===== src/rtl/core_sequencer.sv =====
// core_sequencer: multi-cycle control FSM for the RV32I softcore.
// Steps each instruction through FETCH -> DECODE -> EXEC or MEM/WB, or into TRAP.
// Owns the instruction/data memory handshakes, the bus timeout counter and trap entry.
// Datapath strobes are decoded combinationally from the current state and the
// decoder flags, so a strobe lands in the same cycle as the handshake it answers.
module core_sequencer #(
    parameter int unsigned TIMEOUT = 16,  // cycles a request may wait for ack; 0 disables
    parameter int unsigned CW      = 5    // timeout counter width, 2**CW > TIMEOUT
) (
    input  logic       clk,
    input  logic       resetb,
    // instruction fetch
    output logic       imem_req,
    input  logic       imem_ack,
    output logic       ir_we,
    // decoder flags
    input  logic       dec_regwrite,
    input  logic       dec_jump,
    input  logic       dec_jr,
    input  logic       dec_br,
    input  logic       dec_pc_mepc,
    input  logic       dec_csr,
    input  logic       dec_load,
    input  logic       dec_store,
    input  logic       br_taken,
    input  logic       exc_illegal,
    input  logic       exc_unsupported,
    input  logic       exc_misaligned,
    // interrupt
    input  logic       irq,
    input  logic       irq_en,
    // data memory
    output logic       dmem_req,
    output logic       dmem_we,
    input  logic       dmem_ack,
    // datapath strobes
    output logic       rf_we,
    output logic       pc_we,
    output logic       csr_we,
    output logic [1:0] pc_sel,
    output logic       trap_we,
    output logic       trap_irq,
    output logic [3:0] trap_cause,
    output logic       retire
);

    typedef enum logic [2:0] {
        S_RST,
        S_FETCH,
        S_DECODE,
        S_EXEC,
        S_MEM,
        S_WB,
        S_TRAP
    } state_t;

    // mcause codes produced by the sequencer
    localparam logic [3:0] CAUSE_IFETCH_FAULT = 4'd1;
    localparam logic [3:0] CAUSE_ILLEGAL      = 4'd2;
    localparam logic [3:0] CAUSE_LOAD_MISAL   = 4'd4;
    localparam logic [3:0] CAUSE_LOAD_FAULT   = 4'd5;
    localparam logic [3:0] CAUSE_STORE_MISAL  = 4'd6;
    localparam logic [3:0] CAUSE_STORE_FAULT  = 4'd7;
    localparam logic [3:0] CAUSE_EXT_IRQ      = 4'd11;

    // pc_sel encodings
    localparam logic [1:0] PC_PLUS4  = 2'b00;
    localparam logic [1:0] PC_TARGET = 2'b01;
    localparam logic [1:0] PC_MTVEC  = 2'b10;
    localparam logic [1:0] PC_MEPC   = 2'b11;

    // Timeout is reached when the counter sits on its last allowed value
    // without an ack; with TIMEOUT == 0 the limit can never be reached.
    localparam bit            TO_EN = (TIMEOUT != 0);
    localparam logic [CW-1:0] LIMIT = TO_EN ? CW'(TIMEOUT - 1) : '0;

    state_t        state_q;
    logic [CW-1:0] cnt_q;
    logic [3:0]    cause_q;
    logic          cause_irq_q;
    logic          expired;

    assign expired = TO_EN && (cnt_q == LIMIT);

    // State, wait counter and trap cause registers; the counter only counts
    // inside FETCH/MEM and is zero on every entry to those states.
    // NOTE: sequential state uses non-blocking (<=) assignments so every
    // register samples pre-edge values regardless of statement order.
    always_ff @(posedge clk or negedge resetb) begin
        if (!resetb) begin
            state_q     <= S_RST;
            cnt_q       <= '0;
            cause_q     <= '0;
            cause_irq_q <= 1'b0;
        end else begin
            cnt_q <= '0;
            case (state_q)
                S_RST: state_q <= S_FETCH;

                S_FETCH: begin
                    if (imem_ack) begin
                        state_q <= S_DECODE;
                    end else if (expired) begin
                        state_q     <= S_TRAP;
                        cause_q     <= CAUSE_IFETCH_FAULT;
                        cause_irq_q <= 1'b0;
                    end else begin
                        cnt_q <= cnt_q + 1'b1;
                    end
                end

                S_DECODE: begin
                    if (irq && irq_en) begin
                        state_q     <= S_TRAP;
                        cause_q     <= CAUSE_EXT_IRQ;
                        cause_irq_q <= 1'b1;
                    end else if (exc_unsupported || exc_illegal) begin
                        state_q     <= S_TRAP;
                        cause_q     <= CAUSE_ILLEGAL;
                        cause_irq_q <= 1'b0;
                    end else if (exc_misaligned) begin
                        state_q     <= S_TRAP;
                        cause_q     <= dec_load ? CAUSE_LOAD_MISAL : CAUSE_STORE_MISAL;
                        cause_irq_q <= 1'b0;
                    end else if (dec_load || dec_store) begin
                        state_q <= S_MEM;
                    end else begin
                        state_q <= S_EXEC;
                    end
                end

                S_EXEC: state_q <= S_FETCH;

                S_MEM: begin
                    // an ack in the limit cycle still completes the access
                    if (dmem_ack) begin
                        state_q <= S_WB;
                    end else if (expired) begin
                        state_q     <= S_TRAP;
                        cause_q     <= dec_store ? CAUSE_STORE_FAULT : CAUSE_LOAD_FAULT;
                        cause_irq_q <= 1'b0;
                    end else begin
                        cnt_q <= cnt_q + 1'b1;
                    end
                end

                S_WB:    state_q <= S_FETCH;
                S_TRAP:  state_q <= S_FETCH;
                default: state_q <= S_RST;
            endcase
        end
    end

    // Output decode: requests and strobes from the current state and inputs.
    // NOTE: every output gets a default first so no path leaves one
    // unassigned, which would otherwise infer a latch.
    always_comb begin
        imem_req   = 1'b0;
        ir_we      = 1'b0;
        dmem_req   = 1'b0;
        dmem_we    = 1'b0;
        rf_we      = 1'b0;
        pc_we      = 1'b0;
        csr_we     = 1'b0;
        pc_sel     = PC_PLUS4;
        trap_we    = 1'b0;
        trap_irq   = 1'b0;
        trap_cause = '0;
        retire     = 1'b0;
        case (state_q)
            S_FETCH: begin
                imem_req = 1'b1;
                ir_we    = imem_ack;
            end
            S_EXEC: begin
                rf_we  = dec_regwrite;
                csr_we = dec_csr;
                pc_we  = 1'b1;
                retire = 1'b1;
                if (dec_pc_mepc) begin
                    pc_sel = PC_MEPC;
                end else if (dec_jump || dec_jr || (dec_br && br_taken)) begin
                    pc_sel = PC_TARGET;
                end
            end
            S_MEM: begin
                dmem_req = 1'b1;
                dmem_we  = dec_store;
            end
            S_WB: begin
                rf_we  = dec_load;
                pc_we  = 1'b1;
                retire = 1'b1;
            end
            S_TRAP: begin
                trap_we    = 1'b1;
                pc_we      = 1'b1;
                pc_sel     = PC_MTVEC;
                trap_cause = cause_q;
                trap_irq   = cause_irq_q;
            end
            default: ;
        endcase
    end

endmodule


===== config.mk =====
export PLATFORM = sky130hd
export DESIGN_NAME = core_sequencer
export DESIGN_NICKNAME = d
export VERILOG_FILES = /design/src/rtl/core_sequencer.sv
export SDC_FILE = /design/constraint.sdc
export NUM_CORES = 1
export LEC_CHECK = 0
export BUFFER_PORTS_ARGS = -buffer_cell sky130_fd_sc_hd__buf_2
export CAP_MARGIN = 20
export CORE_MARGIN = 5
export CORE_UTILIZATION = 51
export DETAILED_ROUTE_END_ITERATION = 12
export PLACE_DENSITY = 0.82
export RECOVER_POWER = 100
export SETUP_SLACK_MARGIN = 0.1
export SYNTH_ARGS = -nofsm -noshare
export SYNTH_HDL_FRONTEND = slang
export SYNTH_SLANG_ARGS = --single-unit

===== constraint.sdc =====
create_clock -name clk -period 2.7 [get_ports clk]
set_input_delay 0.27 -clock clk [delete_from_list [all_inputs] [get_ports clk]]
set_output_delay 0.27 -clock clk [all_outputs]
set_load 0.02 [all_outputs]

==> flow_summary_export.csv <==
group,metric,value,unit
synthesis,synth-seq-cells,13,
power,power_density,859.8,nW/um2
clock_tree,clkLatencyLatePin,0.28,ns
floorplan,ios,34,
power,p_leak,0.5299,nW
timing,fmax,0.4777,GHz
detailed_routing,vias_per_cell,5.566,
clock_tree,clkSinkCount,13,
timing,finClkSkew,0.006946,ns
timing,setup_violations,0,
timing,fin_crit_sh,77.53,%
cells_and_area,fin_util,61.12,%
grt,grt_start_max_net_pins,19,
synthesis,postSynth.asyncResetShare,100.0,%
worst_setup_path,path_cells,"nor2b_1 -> and2_0 -> or2_1 -> clkbuf_1",
grt,antenna_found_initial,0,
worst_setup_path,crit_required,2.43,ns
grt,grt_pass1_wl,3.318,mm
clock_tree,cts_setup_buffers,0,
floorplan,chipWidth,51.32,um
run_status,status,"finished, final reports clean",
detailed_routing,first_pass_iters,4,
timing,final.min_clock_period,2.093,ns
detailed_routing,wl_per_cell,13.81,um
worst_setup_path,cpPeakStageDelay,0.56,ns
timing,final_max_slew_viol_count,0,
detailed_routing,drc,0,
timing,slew_headroom,54.70,%
floorplan,core,1670,um2
cells_and_area,area_growth_syn_to_layout,17.24,%
synthesis,ys_types,36,
placement,dp_cells,140,
detailed_routing,vias,807,
grt,grt_usage,16.71,%
clock_tree,clkSlewWorstSetupHoldPaths,0.08,ns
grt,overflow,0,
cells_and_area,antenna_cells,0,
grt,grt_pass1_vias,736,
clock_tree,cts_buffers,3,
synthesis,synth_warnings,0,
timing,rsz0062_at_grt,"no",
clock_tree,cts_tree,"built",
floorplan,row_count,15,
floorplan,die_area,2634,um2
clock_tree,clock-root-buffer,"clkbuf_4",
floorplan,die_h,51.32,um
job,maxCapViolCount,0,
cells_and_area,fill_cells,150,
worst_setup_path,worst_path_max_delay_cell,"dfrtp_1",
cells_and_area,fin_cells,145,
synthesis,synth_ff_type,"dfrtp_1",
placement,gp_congestion,0.8103,
cells_and_area,most-common-layout-cells,"buf_2, clkbuf_1, dfrtp_1",
clock_tree,clockBufferDepth,2,
detailed_routing,wl,2.003,mm
worst_setup_path,path_class,"reg -> out",
worst_setup_path,end_kind,"output port",
synthesis,syn_avg_cell_area,9.264,um2
synthesis,yosysSeqAreaShare,37.36,%
clock_tree,ctsHtreeMaxLevel,1,
timing,tightest_slew,0.6795,ns
placement,post-place-ws,0.8296,ns
cells_and_area,fin_nets,148,
worst_setup_path,cp_max_fo,18,
worst_setup_path,cp_data_arrival_time,1.82,ns
timing,hold_viol_final,0,
cells_and_area,multiInputGateArea,480.5,um2
min_path,hp-class,"in -> reg",
synthesis,synth.net_count,113,
timing,holdWs,0.2160,ns
timing,tns,0,ns
timing,worst_slack,0.6068,ns
cells_and_area,seq_area,325.3,um2
detailed_routing,drtIter0Drc,14,
cells_and_area,drive_gt1_share,20.31,%
synthesis,synth-edff-count,0,
worst_setup_path,worst_setup_path_start_kind,"flop",
power,peakVddDrop,437.1,uV
clock_tree,cts_resized,0,
placement,port_buffers,33,
cells_and_area,final_common_cell,"buf_2",
synthesis,syn-cell-area,870.8,um2
synthesis,syn_inst,94,
detailed_routing,ant_nets,0,
floorplan,initial_core_util,52.13,%
cell families (layout without fill, tap and decap cells):
| family | Yosys count | after routing | share of synthesized area (%) |
|---|---|---|---|
| xor+xnor | 2 | 2 | 2.012 |
| mux | 3 | 3 | 4.598 |
| fa+ha+maj | 1 | 1 | 1.437 |
| flops | 13 | 13 | 37.36 |
| buf+inv | 7 | 41 | 3.879 |
| compound gates | 20 | 20 | 19.54 |
| simple gates | 48 | 48 | 31.18 |
critical path: cells and delay by family, from the launching register on:
family        cells  cell delay, ns
flops             1            0.56
simple gates      3            0.74
buf+inv           1            0.23
power by group:
part	total, W	switching, W	leakage, nW	internal (W)
Clock	0.000120	0.0000627	0.0150	0.0000575
Combinational	0.000421	0.000247	0.344	0.000175
Sequential	0.000337	0.0000864	0.171	0.000250
Total	0.000878	0.000396	0.530	0.000482
layer usage:
layer  wire [um]  vias to the layer above  global-route usage, %  part of all wire, %
li1            -                      401                      -                    -
met1         861                      374                  20.80                   43
met2         940                       27                  27.04                   47
met3         173                        5                  5.831                  8.6
met4          27                        0                  5.240                  1.3
met5           0                        -                      0                    0
per-stage QoR:
stage | power [W] | cell area (um2)
detailed placement | 0.0008192 | 1035
global route | 0.0009546 | 1021
global placement | 0.0007990 | 1035
floorplan | 0.0007128 | 870.8
CTS | 0.0009459 | 1071
finish | 0.0008779 | 1021
synthesized netlist by cell type, types with 2 or more instances:
master | count | share of area, %
and3_1 | 8 | 5.7
nand2b_1 | 2 | 1.4
and2_1 | 3 | 2.2
clkbuf_1 | 3 | 1.3
nand2_1 | 9 | 3.9
o21ai_0 | 3 | 1.7
dfrtp_1 | 13 | 37
nor3b_1 | 2 | 1.7
nand3_1 | 4 | 2.3
nor2_1 | 7 | 3.0
nor2b_1 | 6 | 4.3
a21oi_1 | 4 | 2.3
inv_1 | 3 | 1.3
a21o_1 | 3 | 2.6
mux2_4 | 2 | 3.4
xor2_1 | 2 | 2.0
worst paths after layout:
check	startpoint	endpoint	slack, ns	depth (start not counted)
worst max-delay path	state_q[0]$_DFF_PN0_	pc_we	0.61	4
worst min-delay path	imem_ack	state_q[2]$_DFF_PN0_	0.22	2
worst max register to register	state_q[0]$_DFF_PN0_	cause_q[1]$_DFFE_PN0P_	0.63	4
worst min register to register	cnt_q[0]$_DFF_PN0_	cnt_q[0]$_DFF_PN0_	0.47	1
max in group asynchronous	resetb	cause_q[1]$_DFFE_PN0P_	1.73	2
min in group asynchronous	resetb	cnt_q[3]$_DFF_PN0_	0.54	2
final cells by class:
cell class	count	share of cell area, %
Multi-Input combinational cell	74	47.06
Sequential cell	13	31.86
Timing Repair Buffer	34	15.32
Clock buffer	4	2.574
Tap cell	17	2.083
Inverter	3	1.103
sequential cells by signal (all words and copies together) (netlist names):
name,count
cnt_q,5
cause_q,4
state_q,3
cause_irq_q,1
what timing repair did:
item,4_1_cts,5_1_grt
endpoints found under the setup margin,0,0
endpoints found under the hold margin,13,0
hold buffers,1,0
(Power assumes the default switching activity.)
